File: config.mk
export PLATFORM = sky130hd
export DESIGN_NAME = fios_operand_server
export DESIGN_NICKNAME = d
export VERILOG_FILES = /design/src/rtl/fios_pkg.sv /design/src/rtl/fios_word_ram.sv /design/src/rtl/fios_operand_server.sv
export SDC_FILE = /design/constraint.sdc
export NUM_CORES = 1
export LEC_CHECK = 0
export BUFFER_PORTS_ARGS = -buffer_cell sky130_fd_sc_hd__buf_2
export CAP_MARGIN = 20
export CORE_MARGIN = 2
export CORE_UTILIZATION = 40
export DETAILED_ROUTE_END_ITERATION = 16
export SLEW_MARGIN = 10
export SYNTH_ARGS = -nofsm -noshare
export SYNTH_HDL_FRONTEND = slang
export SYNTH_SLANG_ARGS = --single-unit
File: constraint.sdc
create_clock -name clock_i -period 3.3 [get_ports clock_i]
set_input_delay 0.33 -clock clock_i [delete_from_list [all_inputs] [get_ports clock_i]]
set_output_delay 0.33 -clock clock_i [all_outputs]
set_load 0.01 [all_outputs]
File: src/rtl/fios_pkg.sv
// Shared types for the FIOS operand server: word width, FSM states and load targets.
package fios_pkg;
    localparam int WORD_W = 17;

    typedef enum logic [1:0] {IDLE, LOAD, RUN, DONE} opsrv_state_t;
    typedef enum logic [1:0] {SEL_A, SEL_B, SEL_P, SEL_NONE} load_sel_t;
endpackage

File: src/rtl/fios_word_ram.sv
// Word buffer with one synchronous write port and one asynchronous read port that
// returns RD_WORDS consecutive words from a base address (words past DEPTH read 0).
module fios_word_ram
    import fios_pkg::*;
#(
    parameter int DEPTH    = 8,
    parameter int AW       = 4,
    parameter int RD_WORDS = 1
) (
    input  logic                       clk_i,
    input  logic                       we_i,
    input  logic [AW-1:0]              waddr_i,
    input  logic [WORD_W-1:0]          wdata_i,
    input  logic [AW-1:0]              raddr_i,
    output logic [RD_WORDS*WORD_W-1:0] rdata_o
);
    localparam int MW = (DEPTH > 1) ? $clog2(DEPTH) : 1;

    logic [WORD_W-1:0] mem [DEPTH];

    always_ff @(posedge clk_i) begin
        if (we_i && (int'(waddr_i) < DEPTH)) begin
            mem[waddr_i[MW-1:0]] <= wdata_i;
        end
    end

    always_comb begin
        rdata_o = '0;
        for (int j = 0; j < RD_WORDS; j++) begin
            if (int'(raddr_i) + j < DEPTH) begin
                rdata_o[j*WORD_W +: WORD_W] = mem[MW'(int'(raddr_i) + j)];
            end
        end
    end
endmodule

File: src/rtl/fios_operand_server.sv
// Host-facing operand/result buffer for the FIOS multiplier port set.
// Optional push-count checking on err_o is built with FIOS_OPSRV_PUSH_CHECK_EN.
module fios_operand_server
    import fios_pkg::*;
#(
    parameter int s     = 8,
    parameter int PE_NB = 8
) (
    input  logic                    clock_i,
    input  logic                    reset_i,
    input  logic                    load_valid_i,
    input  logic [1:0]              load_sel_i,
    input  logic [WORD_W-1:0]       load_data_i,
    output logic                    load_ready_o,
    input  logic                    go_i,
    output logic                    busy_o,
    output logic                    start_o,
    output logic [PE_NB*WORD_W-1:0] a_o,
    input  logic                    a_shift_i,
    output logic [WORD_W-1:0]       b_o,
    input  logic                    b_fetch_i,
    output logic [WORD_W-1:0]       p_o,
    input  logic                    p_fetch_i,
    input  logic [WORD_W-1:0]       res_i,
    input  logic                    res_push_i,
    input  logic                    done_i,
    output logic                    res_valid_o,
    input  logic                    res_rd_i,
    output logic [WORD_W-1:0]       res_data_o,
    output logic                    err_o
);
    localparam int A_GROUPS = (s + PE_NB - 1) / PE_NB;
    localparam int IDX_W    = $clog2(s + 1);
    localparam logic [IDX_W-1:0] S_IDX    = IDX_W'(s);
    localparam logic [IDX_W-1:0] LAST_IDX = IDX_W'(s - 1);
    localparam logic [IDX_W-1:0] LAST_GRP = IDX_W'(A_GROUPS - 1);

    opsrv_state_t state_q, state_d;
    logic [IDX_W-1:0] a_ld_q, a_ld_d, b_ld_q, b_ld_d, p_ld_q, p_ld_d;
    logic [IDX_W-1:0] grp_q, grp_d, b_idx_q, b_idx_d, p_idx_q, p_idx_d;
    logic [IDX_W-1:0] push_q, push_d, rd_idx_q, rd_idx_d;
    logic             start_q, start_d;
    logic [PE_NB*WORD_W-1:0] a_q, a_d;
    logic [IDX_W-1:0] a_base;
    logic [WORD_W-1:0] b_rd, p_rd, r_rd;
    logic a_we, b_we, p_we, r_we;
    logic load_hit, go_accept;
    load_sel_t sel;

    assign sel       = load_sel_t'(load_sel_i);
    assign load_hit  = load_valid_i && (sel != SEL_NONE);
    assign go_accept = (state_q != RUN) && go_i &&
                       (a_ld_q == S_IDX) && (b_ld_q == S_IDX) && (p_ld_q == S_IDX);

    always_comb begin
        state_d  = state_q;
        a_ld_d   = a_ld_q;
        b_ld_d   = b_ld_q;
        p_ld_d   = p_ld_q;
        grp_d    = grp_q;
        b_idx_d  = b_idx_q;
        p_idx_d  = p_idx_q;
        push_d   = push_q;
        rd_idx_d = rd_idx_q;
        start_d  = 1'b0;
        a_we     = 1'b0;
        b_we     = 1'b0;
        p_we     = 1'b0;
        r_we     = 1'b0;
        case (state_q)
            RUN: begin
                if (a_shift_i) grp_d   = (grp_q == LAST_GRP)   ? '0 : grp_q + 1'b1;
                if (b_fetch_i) b_idx_d = (b_idx_q == LAST_IDX) ? '0 : b_idx_q + 1'b1;
                if (p_fetch_i) p_idx_d = (p_idx_q == LAST_IDX) ? '0 : p_idx_q + 1'b1;
                if (res_push_i && (push_q != S_IDX)) begin
                    r_we   = 1'b1;
                    push_d = push_q + 1'b1;
                end
                if (done_i) state_d = DONE;
            end
            default: begin
                if ((state_q == DONE) && res_rd_i) begin
                    rd_idx_d = (rd_idx_q == LAST_IDX) ? '0 : rd_idx_q + 1'b1;
                end
                // Load indices saturate at s so surplus words never overwrite.
                if (load_hit) begin
                    state_d  = LOAD;
                    rd_idx_d = '0;
                    case (sel)
                        SEL_A: if (a_ld_q != S_IDX) begin a_we = 1'b1; a_ld_d = a_ld_q + 1'b1; end
                        SEL_B: if (b_ld_q != S_IDX) begin b_we = 1'b1; b_ld_d = b_ld_q + 1'b1; end
                        SEL_P: if (p_ld_q != S_IDX) begin p_we = 1'b1; p_ld_d = p_ld_q + 1'b1; end
                        default: ;
                    endcase
                end
                if (go_accept) begin
                    state_d  = RUN;
                    start_d  = 1'b1;
                    a_ld_d   = '0;
                    b_ld_d   = '0;
                    p_ld_d   = '0;
                    grp_d    = '0;
                    b_idx_d  = '0;
                    p_idx_d  = '0;
                    push_d   = '0;
                    rd_idx_d = '0;
                end
            end
        endcase
    end

    // a_o is fetched with the next group index so it is ready in the start_o cycle.
    assign a_base = IDX_W'(int'(grp_d) * PE_NB);

    always_ff @(posedge clock_i) begin
        if (reset_i) begin
            state_q  <= IDLE;
            a_ld_q   <= '0;
            b_ld_q   <= '0;
            p_ld_q   <= '0;
            grp_q    <= '0;
            b_idx_q  <= '0;
            p_idx_q  <= '0;
            push_q   <= '0;
            rd_idx_q <= '0;
            start_q  <= 1'b0;
        end else begin
            state_q  <= state_d;
            a_ld_q   <= a_ld_d;
            b_ld_q   <= b_ld_d;
            p_ld_q   <= p_ld_d;
            grp_q    <= grp_d;
            b_idx_q  <= b_idx_d;
            p_idx_q  <= p_idx_d;
            push_q   <= push_d;
            rd_idx_q <= rd_idx_d;
            start_q  <= start_d;
        end
    end

    always_ff @(posedge clock_i) begin
        a_q <= a_d;
    end

    fios_word_ram #(.DEPTH(s), .AW(IDX_W), .RD_WORDS(PE_NB)) u_a_ram (
        .clk_i(clock_i), .we_i(a_we), .waddr_i(a_ld_q), .wdata_i(load_data_i),
        .raddr_i(a_base), .rdata_o(a_d)
    );
    fios_word_ram #(.DEPTH(s), .AW(IDX_W), .RD_WORDS(1)) u_b_ram (
        .clk_i(clock_i), .we_i(b_we), .waddr_i(b_ld_q), .wdata_i(load_data_i),
        .raddr_i(b_idx_q), .rdata_o(b_rd)
    );
    fios_word_ram #(.DEPTH(s), .AW(IDX_W), .RD_WORDS(1)) u_p_ram (
        .clk_i(clock_i), .we_i(p_we), .waddr_i(p_ld_q), .wdata_i(load_data_i),
        .raddr_i(p_idx_q), .rdata_o(p_rd)
    );
    fios_word_ram #(.DEPTH(s), .AW(IDX_W), .RD_WORDS(1)) u_res_ram (
        .clk_i(clock_i), .we_i(r_we), .waddr_i(push_q), .wdata_i(res_i),
        .raddr_i(rd_idx_q), .rdata_o(r_rd)
    );

`ifdef FIOS_OPSRV_PUSH_CHECK_EN
    logic err_q, err_d;

    always_comb begin
        err_d = err_q;
        if (go_accept) err_d = 1'b0;
        if ((state_q == RUN) && done_i && (push_d != S_IDX)) err_d = 1'b1;
        if ((state_q != RUN) && res_push_i) err_d = 1'b1;
    end

    always_ff @(posedge clock_i) begin
        if (reset_i) err_q <= 1'b0;
        else         err_q <= err_d;
    end

    assign err_o = err_q;
`else
    assign err_o = 1'b0;
`endif

    assign start_o      = start_q;
    assign busy_o       = (state_q == RUN);
    assign load_ready_o = (state_q != RUN);
    assign res_valid_o  = (state_q == DONE);
    assign a_o          = a_q;
    assign b_o          = b_rd;
    assign p_o          = p_rd;
    assign res_data_o   = r_rd;
endmodule

Word-level counts from Yosys, hierarchy flattened

Memories as Yosys holds them, arrays and structs flattened. A register that Yosys moved wholly into a read port is not among the register bits.
Cells that the tools add are included.
Widths: inputs -> output; s select.

ROM bits: 0
Memories kept: 4
Bits in writable memories: 544
Input port bits: 46
Register bits after elaboration: 35
Logic and storage cells: 173
Bits in latches: 0

Eq/ne operators: 21
Divide/modulo/power cells: 0
Shift operators: 0
Magnitude comparators: 15
Multiplexer cells: 65
Add/subtract/negate cells: 15
Bitwise operators: 1
Reductions and logical operators: 41
Multipliers: 0

Memories:

| name          | depth | width | read ports | clocked after Yosys merged registers in | write ports | line                | RTL |
|---|---|---|---|---|---|---|---|
| u_a_ram.mem   | 8     | 17    | 8          | 8                                       | 1           | fios_word_ram.sv:19 | `logic [WORD_W-1:0] mem [DEPTH];` |
| u_b_ram.mem   | 8     | 17    | 1          | 1                                       | 1           | fios_word_ram.sv:19 |  |
| u_p_ram.mem   | 8     | 17    | 1          | 1                                       | 1           | fios_word_ram.sv:19 |  |
| u_res_ram.mem | 8     | 17    | 1          | 1                                       | 1           | fios_word_ram.sv:19 |  |

Operators by type and width:

| operator            | count |
|---|---|
| $lt 32x5->1 const B | 7 |
| $mux 4              | 29 |
| $mux 17             | 3 |
| $add 4x1->4 const B | 8 |
| $lt 4x4->1 const B  | 8 |
| $mux 1              | 23 |
| $add 4x3->5 const B | 4 |
| $mux 3              | 6 |
| $ne 4x4->1 const B  | 4 |
| $reduce_bool 2->1   | 8 |
| $eq 4x3->1 const B  | 3 |
| $eq 4x4->1 const B  | 3 |
| $reduce_and 2->1    | 6 |
| $reduce_and 4->1    | 3 |
| $logic_and 1x1->1   | 11 |
| $add 4x2->5 const B | 2 |
| $ne 2x1->1 const B  | 5 |
| $logic_not 1->1     | 8 |
| $mux 2              | 4 |
| $eq 2x2->1 const B  | 3 |
| $reduce_bool 3->1   | 2 |
| $add 4x1->5 const B | 1 |
| $logic_not 4->1     | 1 |
| $ne 2x2->1 const B  | 2 |
| 4 further kinds     | 4 |

Longest topological paths before layout

Gate-level depths: netlist of the first run.

Depth after elaboration: 10
Gate-level depth with buffers: 9
Gate-level depth less buffers: 7

By module

Synthesis of the first run repeated with hierarchy kept, for this count alone.

Cells, all modules: 1861
Area total of the unflattened synthesis: 30261.5 sq um

By module, submodules not included:

| module                       | area each (sq um) | instances | cells an instance |
|---|---|---|---|
| fios_word_ram at u_b_ram ... | 5262.5            | 3         | 229 |
| fios_word_ram at u_a_ram     | 9858.2            | 1         | 813 |
| fios_operand_server          | 4615.7            | 1         | 361 |

Least setup slack after synthesis of the first run

OpenSTA, ideal clock, no wires.

Kind: register to register
From: reg state_q[0]
To: mem u_b_ram.mem[0][0], enable pin
Library setup time: 0.435 ns
Data arrival time: 2.766 ns
Path buffers: 2
Period minus slack after synthesis: 3.201 ns
Required time: 2.865 ns
Path slack: 0.099 ns
Cell stages (with the launch flop): 7
Cell sequence: dfxtp_1 nand2b_1 buf_6 and4b_1 clkbuf_1 nand2_1 nor4_1

Longest elaborated chain between the ends: 5

Ends and longest elaborated chain:

| item                         | line                       | RTL |
|---|---|---|
| start, declared              | fios_operand_server.sv:38  | `opsrv_state_t state_q, state_d;` |
| start signal, assigned       | fios_operand_server.sv:128 | `state_q <= state_d;` |
| $eq 2x2->1                   | fios_operand_server.sv:70  | `case (state_q)` |
| $mux 1                       | fios_operand_server.sv:70  |  |
| $logic_and 1x1->1            | fios_word_ram.sv:22        | `if (we_i && (int'(waddr_i) < DEPTH)) begin` |
| $mux 1                       | fios_word_ram.sv:22        |  |
| $mux 1 (implied by the code) | fios_word_ram.sv:23        | `mem[waddr_i[MW-1:0]] <= wdata_i;` |
| end, declared                | fios_word_ram.sv:19        |  |

Every way passes these cells.

==> results of run 1 <==
## how the worst max path moves through the flow
| stage | from | end | cells after the start |
|---|---|---|---|
| 5_1_grt | register | p_o[6] | 5 |
| 3_5_place_dp | state_q[0] | u_a_ram.mem[3][6] | 6 |
| 4_1_cts | register | p_o[6] | 5 |
| 6_report | register | p_o[7] | 5 |
| 3_3_place_gp | register | p_o[7] | 5 |
| 2_1_floorplan | state_q[0] | u_b_ram.mem[0][0] | 6 |
## metrics by stage
| step | area, sq um | instances |
|---|---|---|
| after floorplan | 25770 | 1366 |
| after global placement | 28120 | 2436 |
| after detailed placement | 28120 | 2436 |
| after CTS | 30830 | 2585 |
| after global routing | 30830 | 2585 |
| final | 30830 | 2587 |
## layout by cell type (no fill, tap or decap), drive strengths merged, types with 8 or more instances in the layout
cell type,synthesis,final
edfxtp,544,544
nand3,26,26
ha,13,13
a31oi,8,8
clkbuf,30,104
dlygate4sd3,0,18
inv,14,17
nor2b,139,139
nor2,88,88
mux4,102,102
mux2i,51,51
clkinv,2,19
a21oi,17,17
dfxtp,180,180
buf,37,282
nor3,16,16
nand2,35,35
## synthesized netlist by cell type, types with 8 or more instances
library cell and count:
a21oi_1 17, edfxtp_1 544, clkbuf_1 29, ha_1 13, buf_2 11, nand3_1 26, buf_1 8, mux4_2 102
nor2_1 88, nor2b_2 100, inv_1 14, nor3_1 16, a31oi_1 8, nand2_1 35, nor2b_1 38, buf_6 17
mux2i_1 51, dfxtp_1 180
## critical path: cells and delay by family (launching register included)
| kind | cells | cell delay, ps |
|---|---|---|
| flip-flops | 1 | 650 |
| buffers and inverters | 2 | 590 |
| AND/OR/NAND/NOR | 1 | 90 |
| multiplexers | 2 | 690 |
## final cells by class
class / count / share of cell area
sequential: 724 / 0.6468
clock buffer: 104 / 0.07036
inverter: 16 / 0.001948
tap: 855 / 0.03470
antenna: 2 / 0.0001623
clock inverter: 27 / 0.01161
multi-input combinational: 559 / 0.1770
timing repair buffer: 300 / 0.05738
## per-layer routing
metal,wire length [um],global-route usage,up-vias
met4,1302,0.05443,0
met3,3196,0.03210,93
li1,-,-,5798
met1,24770,0.2302,6708
met5,0,0,-
met2,27450,0.2765,357
## state kept, by name (all words and copies together) (netlist names), 136 cells and up, named ones only
register       count
a_o              136
u_a_ram.mem      136
u_b_ram.mem      136
u_p_ram.mem      136
u_res_ram.mem    136
## cells by family after synthesis
logic type,share of synthesized area
adders and majority gates,0.006312
and+or+nand+nor,0.08001
muxes,0.1089
other,0.0001455
AOI/OAI and AO/OA,0.01039
buffers and inverters,0.01777
xor gates and xnor gates,0.002719
DFF,0.7737
## power breakdown
part	switching (W)	total (W)	internal, W
Clock	0.00347	0.00856	0.00509
Combinational	0.000212	0.000293	0.0000814
Sequential	0.0000146	0.00983	0.00982
Total	0.00369	0.0187	0.0150
## repair_timing
action	CTS	global route
setup endpoints to repair	0	0
hold buffers	18	0
setup buffers	0	0
endpoints found under the hold margin	132	0
==> results.yml, run 1 <==
power_and_ir_drop:
  peakVddDrop_v: 0.0003687
  power_w: 0.01868
  powerDensity_nw_per_um2: 605.8
  p_leak_nw: 10.60
global_route:
  grt_util_all_layers: 0.1693
  grt_max_degree: 71
  grt_pass1_vias: 13260
  grt_overflow: 0
  antenna_found_initial: 6
  grt_pass1_wl_mm: 83.32
yosys:
  synth_cells: 1366
  syn_nets: 1425
  ys.flop_type: "edfxtp_1"
  synth-edff-count: 544
  syn_area_sq_um: 25770
  async_flop_share: 0
  yosysTopAreaCell: "edfxtp_1"
  ys_seq_area_frac: 0.7737
  syn_area_per_cell_sq_um: 18.87
  synth.area.top_cells: "edfxtp_1, dfxtp_1, mux4_2"
  synthDistinctLibCells: 47
  synth_top_area_frac: 0.6339
  ys_warn_count: 0
  ys_seq_elements: 724
cts:
  clockBufferDepth: 3
  cts_buffers: 76
  path_clk_slew_ps: 60
  cts_tree: "done"
  cts-root-buf: "clkbuf_16"
  htree_levels: 3
  insertion_delay_ps: 620
  clkSinkCount: 724
  ctsResizeCount: 0
floorplan:
  die_w_um: 257.8
  core-area_sq_um: 64120
  fp.dieH_um: 257.8
  die_area_sq_um: 66470
  initial_core_util: 0.4019
  fp-row-count: 93
  io_pins: 238
hold_path:
  hold_path.class: "primary input to register"
  worstHoldStart: "done_i"
  min_to: "state_q[0]"
  whs_path_depth: 3
timing:
  fmax_ghz: 0.3362
  timing.hold.ws_ps: 36.12
  worst_slew_pin_slew_ps: 1089
  fin_setup_tns_ps: 0
  hold_viol_final: 0
  rsz0062_at_grt: "no"
  drv_slew: 0
  worst_slack_ps: 325.3
  layout_min_cycle_time_ps: 2975
  relSlewSlack: 0.2731
  fin_crit_sh: 0.9014
  finalClockSkew_ps: 43.87
  setup_violations: 0
worst_setup_path:
  cp.required_ps: 2970
  ff2ff_setup_slack_ps: 810
  critPathKind: "register to output port"
  crit_path_cell_trace: "buf_4 -> mux4_2 -> mux2i_1 -> nor2_1 -> buf_2"
  cp-end-kind: "output port"
  crit_fanout: 14
  worstRegToRegCells: 6
  rr_startpoint: "state_q[0]"
  cp-start-kind: "register"
  slowest_stage: "dfxtp_2"
  r2r-end: "u_a_ram.mem[3][6]"
  cpPeakStageDelay_ps: 650
  crit_arrival_ps: 2640
placement:
  gp_congestion: 0.7458
  dp_slack_ps: 792.1
  port_buffers: 236
  hpwl_mm: 33.35
detailed_routing:
  wl_per_cell_um: 21.92
  vias_per_cell: 5.008
  dr.first_iter.drc_count: 999
  route.detailed.drc: 0
  dr.pass1.iters: 5
  antenna_left: 0
  num_vias: 12960
  wirelength_mm: 56.71
finish:
  multi_input_area_sq_um: 5459
  regArea_sq_um: 19940
  utilization: 0.4809
  fin_nets: 1736
  syn_to_final_growth_pct: 19.64
  final.fill_count: 5329
  drive_gt1_frac: 0.3584
run_status:
  status: "completed"
run:
  max-cap-violations: 0
Power figures use the tool's default switching activity.
==> run 2: changes to the inputs <==
REMOVE_ABC_BUFFERS = 1   (was unset)
==> run 2 against run 1 <==
  * Cell count grew 0.50%
  * Critical endpoint is now b_o[9]
  * Non-clock buffer count grew 5
  * Clock power shrank 0.7%
  * Total power shrank 0.33%
  * Utilization grew 0.12 points
  * Combinational power shrank 2%
  * Worst hold slack gained 39 ps
  * Global-route usage shrank 0.88 points
  * Largest power group unchanged
  * Maximum frequency grew 4.0%
  * Routed wire length shrank 6.0%
==> results.yml, run 2 (synthesized netlist as in run 1, its figures left out) <==
placement:
  dp_slack_ps: 880.5
  gp_congestion: 0.7591
  hpwl_mm: 30.91
  placed_cells: 2439
  port_buffers: 236
  dpl_cell_area_sq_um: 28130
power_and_ir_drop:
  powerDensity_nw_per_um2: 602.4
  peakVddDrop_v: 0.0004033
  power_w: 0.01862
  p_leak_nw: 10.65
worst_setup_path:
  worstRegToRegCells: 6
  cp-endpoint: "b_o[9]"
  crit_arrival_ps: 2530
  critPathKind: "register to output port"
  ff2ff_setup_slack_ps: 840
  rr_startpoint: "state_q[0]"
  crit_fanout: 16
  cp-end-kind: "output port"
  cp.required_ps: 2970
  cp-start-kind: "register"
  r2r-end: "p_idx_q[2]"
timing:
  setup_violations: 0
  worst_slack_ps: 440.1
  finalClockSkew_ps: 38.28
  relSlewSlack: 0.3263
  layout_min_cycle_time_ps: 2860
  fmax_ghz: 0.3497
  drv_slew: 0
  rsz0062_at_grt: "no"
  worst_slew_pin_slew_ps: 1009
  fin_crit_sh: 0.8666
  timing.hold.ws_ps: 74.71
  hold_viol_final: 0
run_status:
  status: "completed"
floorplan:
  io_pins: 238
  die_area_sq_um: 66470
  fp-row-count: 93
  fp.dieH_um: 257.8
  die_w_um: 257.8
  core-area_sq_um: 64120
  initial_core_util: 0.4019
finish:
  final.fill_count: 5341
  instances_no_fill: 2600
  final_common_cell: "edfxtp_1"
  fin_nets: 1741
  final_cell_mix: "edfxtp_1, buf_2, dfxtp_1"
  design_area_sq_um: 30910
  drive_gt1_frac: 0.3618
  syn_to_final_growth_pct: 19.93
global_route:
  grt_util_all_layers: 0.1605
  antenna_found_initial: 9
  grt_pass1_wl_mm: 80.39
  grt_pass1_vias: 13300
  grt_overflow: 0
  grt_max_degree: 136
detailed_routing:
  route.detailed.drc: 0
  wirelength_mm: 53.32
  num_vias: 12750
  wl_per_cell_um: 20.51
  antenna_left: 0
  dr.first_iter.drc_count: 840
  dr.pass1.iters: 7
  vias_per_cell: 4.905
cts:
  clkSinkCount: 724
  cts_tree: "done"
  cts_buffers: 76
  cts_setup_buffers: 0
  path_clk_slew_ps: 60
  clockBufferDepth: 3
  insertion_delay_ps: 630
  htree_levels: 3
  ctsResizeCount: 0
  cts-root-buf: "clkbuf_16"
run:
  max-cap-violations: 0
hold_path:
  whs_path_depth: 3
  hold_path.class: "primary input to register"
[run 2: report_power, final]
group	internal, W	switching (W)
combinational	0.0000813	0.000205
sequential	0.00981	0.0000132
clock	0.00499	0.00351
[run 2: layout make-up]
| class | instances | area (sq um) | area share |
|---|---|---|---|
| diodes | 1 | 2.502 | 0.00008097 |
| multi-input cells | 559 | 5456 | 0.1765 |
| inverters | 16 | 60.06 | 0.001943 |
| well taps | 855 | 1070 | 0.03461 |
| flip-flops and latches | 724 | 19940 | 0.6453 |
| repair buffers | 305 | 1799 | 0.05821 |
| clock inverters | 34 | 357.8 | 0.01158 |
| clock buffers | 106 | 2218 | 0.07178 |
[run 2: stage by stage]
stage | utilization | TNS [ps]
2_1_floorplan | - | -40330
3_3_place_gp | 0.4387 | 0
3_5_place_dp | 0.4387 | 0
4_1_cts | 0.4820 | 0
5_1_grt | 0.4821 | 0
6_report | 0.4821 | 0
[run 2: worst min path at each step]
stage | end | startpoint
after global placement | a_o[7] | u_a_ram.mem[0][7]
after detailed placement | a_o[38] | u_a_ram.mem[2][4]
after CTS | grp_q[1] | a_shift_i
after floorplan | a_ld_q[1] | reset_i
final | grp_q[1] | a_shift_i
after global routing | grp_q[1] | a_shift_i
[run 2: repair_timing]
action,4_1_cts,5_1_grt
endpoints found under the setup margin,0,0
hold endpoints to repair,141,0
hold buffers,20,0
[run 2: layer usage]
layer / GRT usage / vias up / wire (um)
li1: - / 5811 / -
met5: 0 / - / 92
met1: 0.2074 / 6500 / 22910
met2: 0.2680 / 333 / 25950
met3: 0.03995 / 96 / 3117
met4: 0.04961 / 14 / 1245
[run 2: critical path: stages (launching register included)]
cell     delay [ps]
dfxtp_1         690
buf_4           380
mux4_2          350
mux2i_1         260
nor2_1           60
buf_2           170
